<file path="config.mk">
export PLATFORM = sky130hd
export DESIGN_NAME = fifo_wptr_full_ctrl
export DESIGN_NICKNAME = d
export VERILOG_FILES = /design/src/rtl/fifo_pkg.sv /design/src/rtl/fifo_wptr_full_ctrl_gray_to_bin.sv /design/src/rtl/fifo_wptr_full_ctrl.sv
export SDC_FILE = /design/constraint.sdc
export NUM_CORES = 1
export LEC_CHECK = 0
export CORE_MARGIN = 2
export CORE_UTILIZATION = 35
export CTS_CLUSTER_DIAMETER = 120
export CTS_CLUSTER_SIZE = 25
export DETAILED_ROUTE_END_ITERATION = 10
export GPL_TIMING_DRIVEN = 1
export PLACE_DENSITY = 0.72
export SYNTH_ARGS = -nofsm -noshare
export SYNTH_HDL_FRONTEND = slang
export SYNTH_SLANG_ARGS = --single-unit
</file>
<file path="constraint.sdc">
create_clock -name clk -period 2.1 [get_ports clk]
set_input_delay 0.42 -clock clk [delete_from_list [all_inputs] [get_ports clk]]
set_output_delay 0.42 -clock clk [all_outputs]
set_load 0.1 [all_outputs]
</file>
<file path="src/rtl/fifo_pkg.sv">
// -----------------------------------------------------------------------------
// fifo_pkg
//   Shared definitions for the asynchronous FIFO pointer controllers
//   (fifo_wptr_full_ctrl on the write side, rptr_empty on the read side).
//
//   ptr_w()    : pointer width for a given address width (one extra wrap bit)
//   bin2gray() : binary -> reflected Gray code
//   gray2bin() : reflected Gray code -> binary
//
//   The conversion functions work on a fixed-width word. Callers zero-extend
//   their pointer into gray_word_t and size-cast the result back down. The
//   leading zeros do not change the low bits in either direction.
// -----------------------------------------------------------------------------
package fifo_pkg;

  localparam int MAX_PTR_W = 32;

  typedef logic [MAX_PTR_W-1:0] gray_word_t;

  // Pointers carry one bit beyond the address so that full and empty, which
  // share the same address bits, can be told apart.
  function automatic int ptr_w(input int addr_width);
    return addr_width + 1;
  endfunction

  function automatic gray_word_t bin2gray(input gray_word_t bin);
    return bin ^ (bin >> 1);
  endfunction

  function automatic gray_word_t gray2bin(input gray_word_t gray);
    gray_word_t bin;
    bin = '0;
    bin[MAX_PTR_W-1] = gray[MAX_PTR_W-1];
    for (int i = MAX_PTR_W - 2; i >= 0; i--) begin
      bin[i] = bin[i+1] ^ gray[i];
    end
    return bin;
  endfunction

endpackage : fifo_pkg

</file>
<file path="src/rtl/fifo_wptr_full_ctrl_gray_to_bin.sv">
// -----------------------------------------------------------------------------
// gray_to_bin
//   Purely combinational Gray-to-binary converter.
//   Bit i of the binary value is the XOR of all Gray bits from the MSB down to
//   bit i. Each bit is written as its own reduction XOR instead of chaining
//   through the previous binary bit, so no signal feeds back into itself.
//
//   Ports:
//     i_gray  in  WIDTH  Gray-coded value
//     o_bin   out WIDTH  binary equivalent
// -----------------------------------------------------------------------------
module gray_to_bin #(
  parameter int WIDTH = 4
) (
  input  logic [WIDTH-1:0] i_gray,
  output logic [WIDTH-1:0] o_bin
);

  for (genvar i = 0; i < WIDTH; i++) begin : g_bit
    assign o_bin[i] = ^i_gray[WIDTH-1:i];
  end

endmodule : gray_to_bin

</file>
<file path="src/rtl/fifo_wptr_full_ctrl.sv">
// -----------------------------------------------------------------------------
// fifo_wptr_full_ctrl
//   Write-clock-domain controller of the asynchronous FIFO. It owns the
//   binary and Gray write pointers and drives the memory write port. From
//   the read pointer it derives full, almost-full, fill level and a sticky
//   overflow flag. The read pointer arrives already synchronized into clk.
//
//   Parameters:
//     ADDR_WIDTH   memory address bits (depth = 2**ADDR_WIDTH), must be >= 2
//     AFULL_THRESH almost_full asserts when the fill level >= this (1..depth)
//
//   Ports:
//     clk            in   write-domain clock
//     rst            in   asynchronous active-high reset
//     wr_en          in   write request from the producer
//     rq2_rptr_gray  in   synchronized Gray read pointer (ADDR_WIDTH+1)
//     clr_ovf        in   clears the sticky overflow flag
//     wr_accept      out  wr_en & ~full, memory write enable (combinational)
//     waddr          out  memory write address (ADDR_WIDTH)
//     wptr_gray      out  registered Gray write pointer for the read side
//     full           out  registered full flag
//     almost_full    out  registered, fill level >= AFULL_THRESH
//     wcount         out  registered fill level as seen by the write side
//     overflow       out  sticky, set by a write attempted while full
//
//   The read pointer only reaches registers, so there is no combinational
//   path from rq2_rptr_gray to any output. full and wcount use a read pointer
//   that is at least two cycles old. They can only overstate the occupancy,
//   so a write is never accepted into a slot that is still occupied.
// -----------------------------------------------------------------------------
module fifo_wptr_full_ctrl
  import fifo_pkg::*;
#(
  parameter int ADDR_WIDTH   = 3,
  parameter int AFULL_THRESH = 6
) (
  input  logic                    clk,
  input  logic                    rst,
  input  logic                    wr_en,
  input  logic [ADDR_WIDTH:0]     rq2_rptr_gray,
  input  logic                    clr_ovf,
  output logic                    wr_accept,
  output logic [ADDR_WIDTH-1:0]   waddr,
  output logic [ADDR_WIDTH:0]     wptr_gray,
  output logic                    full,
  output logic                    almost_full,
  output logic [ADDR_WIDTH:0]     wcount,
  output logic                    overflow
);

  localparam int PTR_W = ptr_w(ADDR_WIDTH);

  logic [PTR_W-1:0] r_wbin;
  logic [PTR_W-1:0] r_wptr_gray;
  logic             r_full;
  logic             r_almost_full;
  logic [PTR_W-1:0] r_wcount;
  logic             r_overflow;

  logic             w_wr_accept;
  logic [PTR_W-1:0] w_wbin_next;
  logic [PTR_W-1:0] w_wgray_next;
  logic [PTR_W-1:0] w_rptr_full_ref;
  logic [PTR_W-1:0] w_rbin_sync;
  logic [PTR_W-1:0] w_wcount_next;
  logic             w_full_next;
  logic             w_afull_next;

  // NOTE: all combinational logic is continuous assignments, so every net has
  // exactly one full-coverage driver and no latch can be inferred.
  assign w_wr_accept  = wr_en & ~r_full;
  assign w_wbin_next  = r_wbin + {{(PTR_W-1){1'b0}}, w_wr_accept};
  assign w_wgray_next = PTR_W'(bin2gray(gray_word_t'(w_wbin_next)));

  // The FIFO is full when the write pointer has lapped the read pointer once.
  // In Gray code that means the two top bits are inverted and the rest match.
  assign w_rptr_full_ref = {~rq2_rptr_gray[PTR_W-1:PTR_W-2],
                            rq2_rptr_gray[PTR_W-3:0]};
  assign w_full_next     = (w_wgray_next == w_rptr_full_ref);

  gray_to_bin #(
    .WIDTH (PTR_W)
  ) u_rptr_g2b (
    .i_gray (rq2_rptr_gray),
    .o_bin  (w_rbin_sync)
  );

  // Modulo subtraction handles pointer wrap. The extra pointer bit lets the
  // result span 0..depth inclusive.
  assign w_wcount_next = w_wbin_next - w_rbin_sync;
  assign w_afull_next  = (int'(w_wcount_next) >= AFULL_THRESH);

  // NOTE: sequential state uses non-blocking assignments so every register
  // samples the pre-edge values, whatever order the statements appear in.
  always_ff @(posedge clk or posedge rst) begin
    if (rst) begin
      r_wbin        <= '0;
      r_wptr_gray   <= '0;
      r_full        <= 1'b0;
      r_almost_full <= 1'b0;
      r_wcount      <= '0;
      r_overflow    <= 1'b0;
    end else begin
      r_wbin        <= w_wbin_next;
      r_wptr_gray   <= w_wgray_next;
      r_full        <= w_full_next;
      r_almost_full <= w_afull_next;
      r_wcount      <= w_wcount_next;
      // Set takes priority: a clear in the same cycle as a rejected write
      // must not hide that rejection.
      if (wr_en && r_full) begin
        r_overflow <= 1'b1;
      end else if (clr_ovf) begin
        r_overflow <= 1'b0;
      end
    end
  end

  assign wr_accept   = w_wr_accept;
  assign waddr       = r_wbin[ADDR_WIDTH-1:0];
  assign wptr_gray   = r_wptr_gray;
  assign full        = r_full;
  assign almost_full = r_almost_full;
  assign wcount      = r_wcount;
  assign overflow    = r_overflow;

endmodule : fifo_wptr_full_ctrl

</file>
; ---- Word level (Yosys, flattened, before mapping)
; Cells that the tools add are included.
; Widths: inputs -> output; s select.
[word_totals]
wordCells = 21
out_inout_bits = 15
regBits = 15
inputBits = 8
[classes]
reduce_logical = 5
n_bitwise = 4
n_mux = 2
n_addsub = 2
eq_ne = 1
magnitude_cmp = 1
[op_table]
columns = op, n
row1 = $add 4x1->4, 1
row2 = $eq 4x4->1, 1
row3 = $ge 4x3->1 const B, 1
row4 = $reduce_xor 4->1, 1
row5 = $sub 4x4->4, 1
row6 = $xor 4x3->4, 1
row7 = $reduce_xor 3->1, 1
row8 = $mux 1, 2
row9 = $not 2->2, 1
row10 = $reduce_bool 2->1, 1
row11 = $reduce_xor 2->1, 1
row12 = $and 1x1->1, 1
row13 = $logic_and 1x1->1, 1
row14 = $not 1->1, 1

; ---- Logic depth before layout (Yosys ltp)
; Gate-level depths: netlist (run 1).
[logic_depth]
word_depth = 5
ltp_mapped = 8
ltp_nobuf = 8

; ---- Modules after synthesis
; From an unflattened synthesis (run 1), not the netlist that was laid out.
[unflattened]
hier_cells = 57
area_unflattened_um2 = 705.7
[by_module_without_submodules]
columns = module, cells_each, area_each_um2, seq_area_each_um2, n_inst
row1 = fifo_wptr_full_ctrl, 52, 655.6, 350.3, 1
row2 = gray_to_bin, 5, 50.0, 0.0, 1

; ---- Worst setup path after synthesis (run 1)
; No wires, ideal clock.
[synth_timing]
path_kind = register to register
from = register r_full, in the netlist full
to = register r_almost_full, in the netlist almost_full
path_stages_with_launch = 9
t_required_ns = 1.968
arrival_ns = 3.816
path_slack_ns = -1.848
period_less_slack_ns = 3.948
setup_time_ns = 0.132
n_path_buf = 0
path_cell_list = dfrtp_1 -> nor2b_1 -> ha_1 -> ha_1 -> inv_1 -> fa_1 -> inv_1 -> a22oi_1 -> o211ai_1
[synth_via]
elab_chain_len = 5
[synth_lines]
columns = item, line_no
row1 = start: declaration, fifo_wptr_full_ctrl.sv:55  ; logic r_full;
row2 = start signal: assignment, fifo_wptr_full_ctrl.sv:106  ; r_full <= w_full_next;
row3 = $not 1->1, fifo_wptr_full_ctrl.sv:71  ; assign w_wr_accept = wr_en & ~r_full;
row4 = $and 1x1->1, fifo_wptr_full_ctrl.sv:71
row5 = net wr_accept, fifo_wptr_full_ctrl.sv:42  ; output logic wr_accept,
row6 = $add 4x1->4, fifo_wptr_full_ctrl.sv:72  ; assign w_wbin_next = r_wbin + {{(PTR_W-1){1'b0}}, w_wr_accept};
row7 = net w_wbin_next[1], fifo_wptr_full_ctrl.sv:61  ; logic [PTR_W-1:0] w_wbin_next;
row8 = $sub 4x4->4, fifo_wptr_full_ctrl.sv:90  ; assign w_wcount_next = w_wbin_next - w_rbin_sync;
row9 = net w_wcount_next[1], fifo_wptr_full_ctrl.sv:65  ; logic [PTR_W-1:0] w_wcount_next;
row10 = $ge 4x3->1, fifo_wptr_full_ctrl.sv:91  ; assign w_afull_next = (int'(w_wcount_next) >= AFULL_THRESH);
row11 = net w_afull_next, fifo_wptr_full_ctrl.sv:67  ; logic w_afull_next;
row12 = end signal: assignment, fifo_wptr_full_ctrl.sv:107  ; r_almost_full <= w_afull_next;
row13 = end: declaration, fifo_wptr_full_ctrl.sv:56  ; logic r_almost_full;
; The timed path passes the listed nets, and every way through them passes these cells.
; A chain may end at the register's enable or synchronous reset.

; ---- Worst setup path in the final report (run 1)
[layout_timing]
from = input rq2_rptr_gray[2]
to = register r_almost_full, in the netlist almost_full
[layout_via]
elab_chain_len = 3
word_cells_on_any_way = 5
cone_classes = add/sub: 1 / order compare: 1 / reduce/logical: 3
[layout_lines]
columns = item, line_no
row1 = start: declaration, fifo_wptr_full_ctrl.sv:40  ; input logic [ADDR_WIDTH:0] rq2_rptr_gray,
row2 = $reduce_xor 4->1 (tied with other cells), fifo_wptr_full_ctrl_gray_to_bin.sv:20  ; assign o_bin[i] = ^i_gray[WIDTH-1:i];
row3 = $sub 4x4->4 *, fifo_wptr_full_ctrl.sv:90
row4 = $ge 4x3->1 *, fifo_wptr_full_ctrl.sv:91
row5 = net w_afull_next, fifo_wptr_full_ctrl.sv:67
; The timed path passes the listed nets; every way through them passes the cells marked *.

==> results of run 1 <==
==> synthesized netlist by cell type, drive strengths merged, types with 2 or more instances <==
cell type,n,area share
inv,9,0.048
nor3,2,0.014
xnor2,8,0.099
xor2,8,0.11
a21oi,2,0.014
ha,5,0.088
dfrtp,14,0.49
==> final timing paths <==
check	end	cells past startpoint	startpoint	slack, ns
worst max-delay path	almost_full$_DFF_PP0_	10	rq2_rptr_gray[2]	0.06
worst min-delay path	wptr_gray[2]$_DFF_PP0_	2	rst	0.47
worst max register to register	almost_full$_DFF_PP0_	7	full$_DFF_PP0_	0.11
worst min register to register	overflow$_DFFE_PP0P_	2	overflow$_DFFE_PP0P_	0.53
max in group asynchronous	full$_DFF_PP0_	2	rst	1.24
min in group clk	overflow$_DFFE_PP0P_	3	wr_en	0.49
==> layer usage <==
metal,vias to the layer above,routed length [microns]
met3,6,50
met5,-,0
met1,275,570
met2,18,754
li1,281,-
met4,0,56
==> cells in the final DEF, fill, tap and decap left out, types with 2 or more instances in the layout <==
cell              n
buf_4            32
clkbuf_4          3
clkdlybuf4s50_1   3
dfrtp_1          13
dlygate4sd2_1     2
ha_4              3
inv_1             8
nor3_1            2
xnor2_1           7
xor2_1            6
==> cell families (layout without fill, tap and decap cells) <==
family / Yosys count / after routing / synth area share
AND/OR/NAND/NOR: 6 / 6 / 0.0441
buffers and inverters: 9 / 53 / 0.0476
AO/OA/AOI/OAI: 9 / 9 / 0.0900
adder cells (fa/ha/maj): 6 / 6 / 0.116
flip-flops: 14 / 14 / 0.494
XOR/XNOR: 16 / 16 / 0.208
==> per-stage QoR <==
stage,cell area (sq um),setup TNS [ns],setup WS [ns],hold slack [ns]
after CTS,1180,0,0.00907,0.476
after floorplan,776,-1.61,-0.489,0.309
after global routing,1190,0,0.00478,0.532
after global placement,1120,-1.49,-0.505,0.509
after detailed placement,1120,-1.91,-0.642,0.520
final,1190,0,0.0556,0.468
==> what timing repair did <==
item | CTS | global route
pin swaps | 6 | 6
setup buffers | 3 | 0
endpoints found under the setup margin | 4 | 1
gates resized for setup | 9 | 3
hold buffers | 0 | 0
gates cloned | 0 | 0
==> registers in the layout (all words and copies together) (netlist names) <==
signal       cells
r_wbin           4
almost_full      1
overflow         1
wcount           4
wptr_gray        3
full             1
==> layout make-up <==
cell class	instances	area, sq um	share of cell area
Sequential cell	14	354	0.297
Multi-Input combinational cell	37	419	0.352
Timing Repair Buffer	40	324	0.272
Inverter	9	33.8	0.0284
Tap cell	27	33.8	0.0284
Clock buffer	4	26.3	0.0221
==> qor.txt, run 1 <==
Vias per inst = 4.43
CTS max path bufs = 2
Busiest layer in global routing = met2
Status = finished clean
Critical Path Source Type = input port
Number of flops mapped to enable cells by yosys = 0
Period utilisation layout = 0.974
CP max-delay cell = a211o_1
Post-synthesis cell type count = 20
Sequence of cells on the critical path = clkdlybuf4s15_2 -> xnor2_4 -> xor2_2 -> buf_4 -> buf_4 -> buf_4 -> ha_1 -> a21o_1 -> a211o_1 -> o211ai_1
Finished Layout Cells = 131
#FFs+latches synth = 14
Total CTS buffers = 3
Slew Viols, Final = 0
Global-route usage over all layers = 0.142
I/O Buffers = 22
GR Util met1 = 0.168
Syn_area_per_cell = 11.8 sq um
GRT met2 Usage = 0.212
Clock root buffer = clkbuf_4
Row Count = 16
Synth Cell Area = 709 sq um
# nets final = 119
Filler cells = 163
Final min period = 2.04 ns
Worst Path Class, Setup = in -> reg
Post-detail-place hpwl = 1.13 mm
H-tree depth = 1
Vias = 580
First-pass GRT wire length = 2.44 mm
Crit-path most repeated cell = buf_4
Final Hold Viols = 0
Wire per inst = 10.9 microns
Ys Warns = 0
Worst Path Buf+Inv = 4
Clk slew on worst S/H paths = 0.08 ns
Crit end category = flop
Relative slew slack = 0.648
Die Area = 2400 sq um
CP required = 2.29 ns
Worst endpoint data arrival time = 2.23 ns
Vias in the first global route = 554
Initial Util = 0.365
Die Wd = 49.0 microns
Worst-path maximum fanout = 3
Area Growth Syn to Fin = 67.9%
Setup Viol. Count Final = 0
Ys async rst share = 1.00
Worst Skew = 0.00669 ns
Max_cap viols = 0
Routed WL = 1.43 mm
Clk sinks = 14
Placer congestion estimate = 0.789
RSZ-0062 raised after global routing = no
CP top delay family = buffers and inverters
Placed insts = 124
Antenna violations before repair = 0
Worst Max-Slew Pin Slew = 0.527 ns
TritonCTS clock tree = built
Share of cells above drive strength 1 = 0.481
M3 GR Usage = 0.0307
Core region area = 1940 sq um
Cells after Synth = 60
DRC marker count from the first detailed-route iteration = 5
Routed Antenna Nets = 0
Remaining global-route overflow = 0
Diodes inserted = 0
Synth Flop Type = dfrtp_1
Syn nets = 74
HP Class = in -> async
Final core utilization = 0.613
Largest net degree at the start of global routing = 15
Top-Level Pins = 23
FMAX = 489 MHz
Later-pin clock latency in the skew report = 0.28 ns
DRT Pass-1 Iters = 4
Sequential-to-total area share from yosys stat = 0.494
Drt drc = 0
Die H = 49.0 microns
CP peak stage delay = 0.32 ns
Power of run 1 is left out: the tool's default activity adds up to more than one toggle a clock period on the data nets, which glitch-free logic cannot reach.
==> inputs of run 2 (changes only) <==
--- a/config.mk
+++ b/config.mk
@@ -5,13 +5,15 @@
 export SDC_FILE = /design/constraint.sdc
 export NUM_CORES = 1
 export LEC_CHECK = 0
+export CELL_PAD_IN_SITES_DETAIL_PLACEMENT = 1
+export CELL_PAD_IN_SITES_GLOBAL_PLACEMENT = 1
 export CORE_MARGIN = 2
-export CORE_UTILIZATION = 35
+export CORE_UTILIZATION = 30
 export CTS_CLUSTER_DIAMETER = 120
 export CTS_CLUSTER_SIZE = 25
 export DETAILED_ROUTE_END_ITERATION = 10
 export GPL_TIMING_DRIVEN = 1
-export PLACE_DENSITY = 0.72
+export PLACE_DENSITY = 0.78
 export SYNTH_ARGS = -nofsm -noshare
 export SYNTH_HDL_FRONTEND = slang
 export SYNTH_SLANG_ARGS = --single-unit
==> run 2 against run 1 <==
  * Register-to-register slack lost 0.03 ns
  * First-iteration DRC count shrank 80%
  * Final area grew 0.42%
  * Utilization shrank 7.8 points
  * Largest cell class unchanged
  * Count of clock-buffer cells in the layout is the same
  * Critical path type is now reg -> reg
  * Sequential share of layout area shrank 0.12 points
  * Global-route usage grew 1.0 points
  * Cell count grew 0.76%
==> qor.txt, run 2 (same netlist as run 1, synthesis figures left out) <==
TritonCTS clock tree = built (unchanged)
Remaining global-route overflow = 0 (unchanged)
Relative slew slack = 0.636 (was 0.648)
DRT Pass-1 Iters = 2 (was 4)
First-pass GRT wire length = 2.95 mm (was 2.44 mm)
Top-Level Pins = 23 (unchanged)
Die H = 52.6 microns (was 49.0 microns)
Total CTS buffers = 3 (unchanged)
Antenna violations before repair = 0 (unchanged)
Max_cap viols = 0 (unchanged)
WL met1 = 723 microns (was 570 microns)
Routed WL = 1.78 mm (was 1.43 mm)
Clock root buffer = clkbuf_4 (unchanged)
CP required = 2.31 ns (was 2.29 ns)
Vias per inst = 4.42 (was 4.43)
Commonest non-fill, non-tap cell in the layout = buf_4 (unchanged)
Max layer used = met4 (unchanged)
Crit end category = flop (unchanged)
Sequence of cells on the critical path = nor2b_4 -> ha_4 -> ha_4 -> ha_1 -> a21o_1 -> a211o_1 -> o211ai_1 (was clkdlybuf4s15_2 -> xnor2_4 -> xor2_2 -> buf_4 -> buf_4 -> buf_4 -> ha_1 -> a21o_1 -> a211o_1 -> o211ai_1)
Crit-path most repeated cell = ha_4 (was buf_4)
Critical Path Source Type = flop (was input port)
Placer congestion estimate = 0.758 (was 0.789)
Vias in the first global route = 625 (was 554)
Vias = 583 (was 580)
Later-pin clock latency in the skew report = 0.28 ns (about the same)
Period utilisation layout = 0.960 (was 0.974)
Routed Antenna Nets = 0 (unchanged)
Clk sinks = 14 (unchanged)
Setup Viol. Count Final = 0 (unchanged)
Drt drc = 0 (unchanged)
Met2 WL = 982 microns (was 754 microns)
Die Wd = 52.6 microns (was 49.0 microns)
CTS max path bufs = 2 (unchanged)
CP max-delay cell = dfrtp_4 (was a211o_1)
Cell area after layout = 1200 sq um (was 1190 sq um)
DP Area = 1100 sq um (was 1120 sq um)
RSZ-0062 raised after global routing = no (unchanged)
HP Class = in -> async (unchanged)
Routed length on met3 = 45 microns (was 50 microns)
Worst Skew = 0.00355 ns (was 0.00669 ns)
I/O Buffers = 22 (unchanged)
CP peak stage delay = 0.51 ns (was 0.32 ns)
Worst Max-Slew Pin Slew = 0.546 ns (was 0.527 ns)
Final min period = 2.02 ns (was 2.04 ns)
Largest net degree at the start of global routing = 15 (unchanged)
Worst Path Buf+Inv = 0 (was 4)
Area Growth Syn to Fin = 68.6% (was 67.9%)
Worst endpoint data arrival time = 2.23 ns (about the same)
Wire per inst = 13.4 microns (was 10.9 microns)
Status = finished clean (unchanged)
DRC marker count from the first detailed-route iteration = 1 (was 5)
Row Count = 17 (was 16)
Core region area = 2230 sq um (was 1940 sq um)
H-tree depth = 1 (unchanged)
# nets final = 119 (unchanged)
FMAX = 496 MHz (was 489 MHz)
CP top delay family = adder cells (was buffers and inverters)
Die Area = 2770 sq um (was 2400 sq um)
Share of cells above drive strength 1 = 0.490 (was 0.481)
Final Hold Viols = 0 (unchanged)
Global-route usage over all layers = 0.152 (was 0.142)
Worst-path maximum fanout = 3 (unchanged)
Slew Viols, Final = 0 (unchanged)
Commonest non-fill, non-tap cells in the layout = buf_4 (32), dfrtp_1 (13), inv_1 (8) (unchanged)
Clk slew on worst S/H paths = 0.09 ns (was 0.08 ns)
Worst Path Class, Setup = reg -> reg (was in -> reg)
Post-detail-place hpwl = 1.36 mm (was 1.13 mm)
Diodes inserted = 0 (unchanged)
Initial Util = 0.318 (was 0.365)
-- run 2: cell count changes in the layout (fill, tap and decap cells not counted), sizes merged --
cell / change
buf: +2
clkdlybuf4s15: -1
clkbuf: -1
-- run 2: path summary, 6_finish.rpt --
check,startpoint,slack (ns),to,cells after the start
setup / recovery,full$_DFF_PP0_,0.08,almost_full$_DFF_PP0_,7
hold / removal,rst,0.47,r_wbin[3]$_DFF_PP0_,2
setup reg to reg,full$_DFF_PP0_,0.08,almost_full$_DFF_PP0_,7
hold reg to reg,overflow$_DFFE_PP0P_,0.53,overflow$_DFFE_PP0P_,2
max in group asynchronous,rst,1.22,full$_DFF_PP0_,2
min in group clk,overflow$_DFFE_PP0P_,0.53,overflow$_DFFE_PP0P_,2
-- run 2: stage by stage --
stage | instances | util | setup slack (ns) | hold slack, ns | setup TNS, ns
2_1_floorplan | 60 | - | -0.489 | 0.309 | -1.61
3_3_place_gp | 123 | 0.494 | -0.640 | 0.521 | -2.01
3_5_place_dp | 123 | 0.494 | -0.705 | 0.523 | -2.35
4_1_cts | 131 | 0.536 | 0.0156 | 0.482 | 0
5_1_grt | 132 | 0.536 | 0.00640 | 0.511 | 0
6_report | 132 | 0.536 | 0.0840 | 0.469 | 0
-- run 2: worst register-to-register path: stages (launching register included) --
cell      delay [ns]
dfrtp_4         0.51
nor2b_4         0.15
ha_4            0.17
ha_4            0.21
ha_1            0.30
a21o_1          0.24
a211o_1         0.29
o211ai_1        0.08
-- run 2: area by class of cell --
type	count	area [sq um]
repair buffers	40	318
well taps	28	35.0
flip-flops and latches	14	354
multi-input cells	37	419
fillers	248	1040
clock buffers	4	36.3
inverters	9	33.8
-- run 2: what timing repair did --
action                                  CTS  global route
endpoints found under the setup margin    4             1
buffers inserted                          4             1
hold buffers                              0             0
pin swaps                                 9             4
resized for setup                        11             3
-- run 2: per-layer routing --
metal	GRT usage	vias to the layer above
met5	0	-
met4	0.0769	0
met3	0.0114	4
met2	0.277	11
met1	0.177	288
li1	-	280
Power of run 2 is left out for the same reason.
